$ cat src/rtl/nh_ctx_sched.sv
// Shares one nh_code_gen between CH_NUM channels: keeps per-channel NH context,
// round-robin arbitrates segment requests, loads/runs/saves the generator phase.
module nh_ctx_sched #(
  parameter int CH_NUM = 4,
  parameter int CH_W   = 2
) (
  input  logic              clk,
  input  logic              rst,
  input  logic              cfg_we,
  input  logic [CH_W-1:0]   cfg_ch,
  input  logic [24:0]       cfg_code1,
  input  logic [19:0]       cfg_code2,
  input  logic [4:0]        cfg_len,
  input  logic [4:0]        cfg_count,
  input  logic [CH_NUM-1:0] req,
  input  logic              epoch_tick,
  input  logic              seg_done,
  output logic [CH_NUM-1:0] grant,
  output logic              busy,
  output logic [24:0]       nh_code1,
  output logic [19:0]       nh_code2,
  output logic [4:0]        nh_length,
  output logic              nh_increase,
  output logic              nh_count_en,
  output logic [4:0]        nh_count_i,
  input  logic [4:0]        nh_count_o
);

  typedef enum logic [1:0] {IDLE, LOAD, RUN, SAVE} state_t;

  state_t            state_reg, state_next;
  logic [CH_W-1:0]   act_ch_reg;
  logic [CH_W-1:0]   rr_ptr_reg;
  logic              sticky_reg;
  logic [CH_NUM-1:0] grant_reg;
  logic [24:0]       code1_reg;
  logic [19:0]       code2_reg;
  logic [4:0]        length_reg;

  logic [24:0]       ctx_code1 [CH_NUM];
  logic [19:0]       ctx_code2 [CH_NUM];
  logic [4:0]        ctx_len   [CH_NUM];
  logic [4:0]        ctx_count [CH_NUM];

  logic [CH_NUM-1:0] cfg_hit;
  logic [CH_NUM-1:0] save_hit;
  logic [CH_NUM-1:0] act_onehot;
  logic              pick_valid;
  logic [CH_W-1:0]   pick_ch;
  logic [CH_W-1:0]   scan_idx;
  int                scan_sum;

  // Per-channel decode; an out-of-range cfg_ch matches no channel and is dropped.
  genvar gi;
  generate
    for (gi = 0; gi < CH_NUM; gi++) begin : g_ch
      assign cfg_hit[gi]    = cfg_we && (cfg_ch == CH_W'(gi));
      assign act_onehot[gi] = (act_ch_reg == CH_W'(gi));
      assign save_hit[gi]   = (state_reg == SAVE) && !sticky_reg && act_onehot[gi];
    end
  endgenerate

  // Scan offsets high to low so the requester closest to rr_ptr wins.
  always_comb begin
    pick_valid = 1'b0;
    pick_ch    = '0;
    scan_sum   = 0;
    scan_idx   = '0;
    for (int i = CH_NUM - 1; i >= 0; i--) begin
      scan_sum = int'(rr_ptr_reg) + i;
      if (scan_sum >= CH_NUM) scan_sum = scan_sum - CH_NUM;
      scan_idx = CH_W'(scan_sum);
      if (req[scan_idx]) begin
        pick_valid = 1'b1;
        pick_ch    = scan_idx;
      end
    end
  end

  always_ff @(posedge clk) begin
    if (rst) state_reg <= IDLE;
    else     state_reg <= state_next;
  end

  always_comb begin
    state_next  = state_reg;
    nh_count_en = 1'b0;
    nh_count_i  = '0;
    nh_increase = 1'b0;
    case (state_reg)
      IDLE: if (pick_valid) state_next = LOAD;
      LOAD: begin
        nh_count_en = 1'b1;
        nh_count_i  = ctx_count[act_ch_reg];
        state_next  = RUN;
      end
      RUN: begin
        nh_increase = epoch_tick;
        if (seg_done) state_next = SAVE;
      end
      SAVE:    state_next = IDLE;
      default: state_next = IDLE;
    endcase
  end

  always_ff @(posedge clk) begin
    if (rst) begin
      act_ch_reg <= '0;
      rr_ptr_reg <= '0;
      sticky_reg <= 1'b0;
      grant_reg  <= '0;
      code1_reg  <= '0;
      code2_reg  <= '0;
      length_reg <= '0;
    end else begin
      case (state_reg)
        IDLE: begin
          sticky_reg <= 1'b0;
          if (pick_valid) begin
            act_ch_reg <= pick_ch;
            code1_reg  <= ctx_code1[pick_ch];
            code2_reg  <= ctx_code2[pick_ch];
            length_reg <= ctx_len[pick_ch];
          end
        end
        LOAD: grant_reg <= act_onehot;
        SAVE: begin
          grant_reg  <= '0;
          rr_ptr_reg <= (act_ch_reg == CH_W'(CH_NUM - 1)) ? '0 : act_ch_reg + 1'b1;
          code1_reg  <= '0;
          code2_reg  <= '0;
          length_reg <= '0;
        end
        default: ;
      endcase
      // A config write to the running channel owns its phase for this segment.
      if (state_reg != IDLE && cfg_we && cfg_ch == act_ch_reg) sticky_reg <= 1'b1;
    end
  end

  always_ff @(posedge clk) begin
    if (rst) begin
      for (int i = 0; i < CH_NUM; i++) begin
        ctx_code1[i] <= '0;
        ctx_code2[i] <= '0;
        ctx_len[i]   <= '0;
        ctx_count[i] <= '0;
      end
    end else begin
      for (int i = 0; i < CH_NUM; i++) begin
        if (cfg_hit[i]) begin
          ctx_code1[i] <= cfg_code1;
          ctx_code2[i] <= cfg_code2;
          ctx_len[i]   <= cfg_len;
          ctx_count[i] <= cfg_count;
        end else if (save_hit[i]) begin
          ctx_count[i] <= nh_count_o;
        end
      end
    end
  end

  assign grant     = grant_reg;
  assign busy      = (state_reg != IDLE);
  assign nh_code1  = code1_reg;
  assign nh_code2  = code2_reg;
  assign nh_length = length_reg;

endmodule

$ cat config.mk
export PLATFORM = sky130hd
export DESIGN_NAME = nh_ctx_sched
export DESIGN_NICKNAME = d
export VERILOG_FILES = /design/src/rtl/nh_ctx_sched.sv
export SDC_FILE = /design/constraint.sdc
export NUM_CORES = 1
export LEC_CHECK = 0
export BUFFER_PORTS_ARGS = -buffer_cell sky130_fd_sc_hd__buf_2
export CAP_MARGIN = 30
export CORE_MARGIN = 1.5
export CORE_UTILIZATION = 29
export DETAILED_ROUTE_END_ITERATION = 10
export HOLD_SLACK_MARGIN = 0.05
export MAX_ROUTING_LAYER = met4
export PLACE_DENSITY_LB_ADDON = 0.3
export SKIP_CTS_REPAIR_TIMING = 1
export SLEW_MARGIN = 25
export SYNTH_ARGS = -nofsm -noshare
export SYNTH_HDL_FRONTEND = slang
export SYNTH_SLANG_ARGS = --single-unit
$ cat constraint.sdc
create_clock -name clk -period 4.1 [get_ports clk]
set_input_delay 0.41 -clock clk [delete_from_list [all_inputs] [get_ports clk]]
set_output_delay 0.41 -clock clk [all_outputs]
set_load 0.005 [all_outputs]
======== After elaboration in Yosys (flattened, before gate mapping) ========
Memory sizes are Yosys's and may differ from the RTL's. A register that Yosys moved wholly into a read port is not among the register bits.
Index checks and enable logic that the tools add are counted.
cells by class
  $add $sub $neg .......................... 8
  bitwise operators ....................... 20
  reductions and logical operators ........ 22
  magnitude comparators ................... 8
  equality and inequality tests ........... 12
  mux-type cells .......................... 88
operators by type and width
  kind                   number
  $mux W25               5
  $mux W20               5
  $mux W5                14
  $pmux W25 S2           1
  $mux W1                42
  $pmux W20 S2           1
  $mux W2                13
  $or A1 B1 Y1           20
  $eq A2 B2 Y1 const B   6
  $lt A2 B3 Y1 const B   4
  $logic_and A1 B1 Y1    11
  $pmux W5 S2            1
  $ge A3 B3 Y1 const B   3
  $bmux W1 S2            4
  $pmux W2 S4            1
  $pmux W4 S2            1
  $reduce_bool A2 Y1     4
  $sub A2 B1 Y2 const B  4
  $add A2 B2 Y3 const B  2
  $eq A2 B1 Y1 const B   3
  $logic_not A2 Y1       3
  $reduce_and A2 Y1      3
  $ne A2 B2 Y1 const B   2
  $add A2 B1 Y3 const B  1
  other kinds (4)        4
word-level totals
  input bits .............................. 71
  memory bits (writable) .................. 220
  register bits ........................... 61
  output and inout bits ................... 62
  memories kept ........................... 4
  logic and storage cells ................. 170
memories
  memory     words  width  read ports  clocked after Yosys merged registers in  wr ports  RTL line  source
  ctx_code1  4      25     1           0                                        4         40        logic [24:0] ctx_code1 [CH_NUM];
  ctx_code2  4      20     1           0                                        4         41        logic [19:0] ctx_code2 [CH_NUM];
  ctx_count  4      5      1           1                                        4         43        logic [4:0] ctx_count [CH_NUM];
  ctx_len    4      5      1           0                                        4         42        logic [4:0] ctx_len [CH_NUM];

======== Depth between registers and ports, before layout ========
  depth in word-level cells ............... 12
  mapped depth ............................ 8

======== Least setup slack after synthesis ========
No wires, ideal clock.
  path kind ............................... input -> register
  from .................................... input rst
  to ...................................... memory ctx_count[0][0] (data pin)
  stages .................................. 5
  arrival time ............................ 2099 ps
  path buffers ............................ 1
  slack ................................... 1745 ps
  library setup time ...................... 256 ps
  cell sequence ........................... clkbuf_8 -> a31oi_1 -> inv_1 -> nor2_1 -> a22o_1
RTL lines
  what             RTL line  source
  start, declared  8         input logic rst,
  end, declared    43

==> results_dict.tcl <==
set metrics [dict create \
    status "finished clean" \
    fmax_mhz 423 \
    avgSynthCellArea_um2 14.4 \
    ys_ff_latch 283 \
    synth_edf_count 220 \
    critPathLaunchType "register" \
    worstPathArrival_ns 1.96 \
    cts_tree "yes" \
    multi_input_area_um2 4100 \
    netlist.area_leader.share_pct 53.1 \
    post_synth_num_cell_types 31 \
    yosysWarningCount 0 \
    max_cap_violations 0 \
    dieArea_um2 44100 \
    dieWidth_um 210 \
    wl_per_cell_um 19.0 \
    top_register "ctx_code1" \
    p_seq_share_pct 48.4 \
    combPwrFrac_pct 17.3 \
    ys_top_cells_by_area "edfxtp_1 (53%), and2_1 (10%), dfxtp_1 (10%)" \
    drcViolationCount 0 \
    largest_register_ffs 100 \
    core_area_um2 42100 \
    nets 1057 \
    synth.largest_area_cell "edfxtp_1" \
    routed_wl_mm 29.4 \
    net-switching-power_mw 2.07 \
    first_pass_iters 4 \
    synth_nets 940 \
    ir_worst_vdd_uv 270 \
    grt_pass1_vias 7448 \
    track_usage_pct 13.6 \
    rsz0062_at_grt "false" \
    final_cell_mix "edfxtp_1 (220), and2_1 (206), buf_2 (132), mux2i_1 (108), dfxtp_1 (63)" \
    dr.first_iter.drc_count 339 \
    clock_skew_ns 0.0159 \
    worstSkewPairLatency_ns 0.56 \
    via_per_inst 4.60 \
    layout_commonest_cell "edfxtp_1" \
    clk_pin_slew_ns 0.06 \
    dp.cells 1485 \
    cts_root_buf "clkbuf_16" \
    critical_path_class "register to primary output" \
    fin_hold_ws_ns 0.162 \
    tightestPinTransition_ns 0.939 \
    fin_cells 1547 \
    initial_core_util_pct 29.5 \
    power_density_nw_per_um2 523 \
    ios 133 \
    rows 75 \
    syn_inst 861 \
    fin_util_pct 34.2 \
    seq_area_um2 7870 \
    slew_violations 0 \
    place_hpwl_mm 17.6 \
    hp-class "input pin to register" \
    hold_violations 0 \
    min_period_over_period_pct 57.7 \
    drive_gt1_share_pct 26.4 \
    synth_flop_cell "edfxtp_1" \
    finalSetupTns_ns 0 \
    synth-async-reset-ratio_pct 0 \
    syn_area_um2 12400 \
    cp-end-kind "primary output" \
    ant_nets 0 \
    total_power_mw 7.54 \
    grt_max_degree 102 \
    vias 7109 \
    power_leakage_nw 5.32 \
    syn_to_final_growth_pct 15.9 \
    fin_crit_ns 2.37 \
    critPathMaxFanout 5 \
    htreeDepth 1 \
    die_h_um 210 \
    numCtsBuffers 29 \
    clk_path_buf_depth 3 \
    slew_headroom_pct 37.3 \
    swShare_pct 27.5 \
    intPower_mw 5.47 \
    critical_path_required_ns 3.69 \
    p_clk_share_pct 34.4 \
    ff2ff_setup_slack_ns 1.80 \
    grt-ovfl-total 0 \
    clock-sinks 283 \
    fill_cells 4079 \
    place_congestion 0.723 \
    antenna_found_initial 9 \
    portBuffers 132 \
    setup_viol 0 \
    grt_pass1_wl_mm 44.6 \
    ys_seq_area_share_pct 63.3 \
]
path summary, 6_finish.rpt:
| path | cells past startpoint | to | start |
|---|---|---|---|
| setup / recovery | 3 | nh_count_i[3] | register |
| hold / removal | 2 | ctx_len[3][4] | cfg_len[4] |
| setup reg to reg | 8 | nh_code2[11] | state_reg[0] |
| hold reg to reg | 2 | nh_code2[7] | nh_code2[7] |
worst max-delay path, stage by stage, from the launching register on:
cell and delay (ns):
dfxtp_1 0.56, mux4_2 0.56, and2_1 0.17, buf_2 0.12
cell usage after synthesis, types with 6 or more instances:
cell      instances
and2_1          206
nand2_1          58
a21oi_1           6
o221ai_2         50
buf_6            15
ha_1              8
mux2i_1         108
dfxtp_1          63
buf_12            6
clkbuf_1         23
nor2_1           15
edfxtp_1        220
nor3_1            6
a22o_1           21
buf_2            10
inv_1            12
layer usage:
metal,global-route usage (%),vias up,share of wire [%]
li1,-,3379,-
met4,3.57,0,1.8
met2,23.0,170,49
met3,3.69,39,7.3
met1,16.1,3521,42
met5,-,-,0
final cells by class:
cell class	instances	share of cell area, %
repair buffers	142	5.36
diodes	7	0.122
inverters	14	0.365
clock inverters	20	1.08
multi-input cells	508	28.4
well taps	539	4.68
flip-flops and latches	283	54.6
clock buffers	34	5.37
stage by stage:
stage / instance area [um2] / setup slack [ns]
floorplan: 12400 / 1.74
global placement: 13400 / 1.64
detailed placement: 13400 / 1.60
CTS: 14400 / 1.68
global route: 14400 / 1.59
finish: 14400 / 1.73
power by group through the flow:
stage                     sequential [mW]  combinational [mW]  clock (mW)
final                                3.65                1.30        2.59
after global routing                 3.69                1.43        2.75
after CTS                            3.66                1.32        2.64
after detailed placement             3.71                1.32           0
after global placement               3.71                1.29           0
after floorplan                      3.66               0.900           0
logic make-up (layout without fill, tap and decap cells):
family          count (synthesis)  in the layout  share of synthesized area [%]
compound gates                 84             84                           8.28
xor+xnor                        2              2                          0.141
fa+ha+maj                       8              8                          0.805
buf+inv                        70            210                           4.06
flops                         283            283                           63.3
mux                           113            113                           9.60
other cells                     0              7                              0
simple gates                  301            301                           13.8
Note: power is estimated with default switching activity, not from simulation.
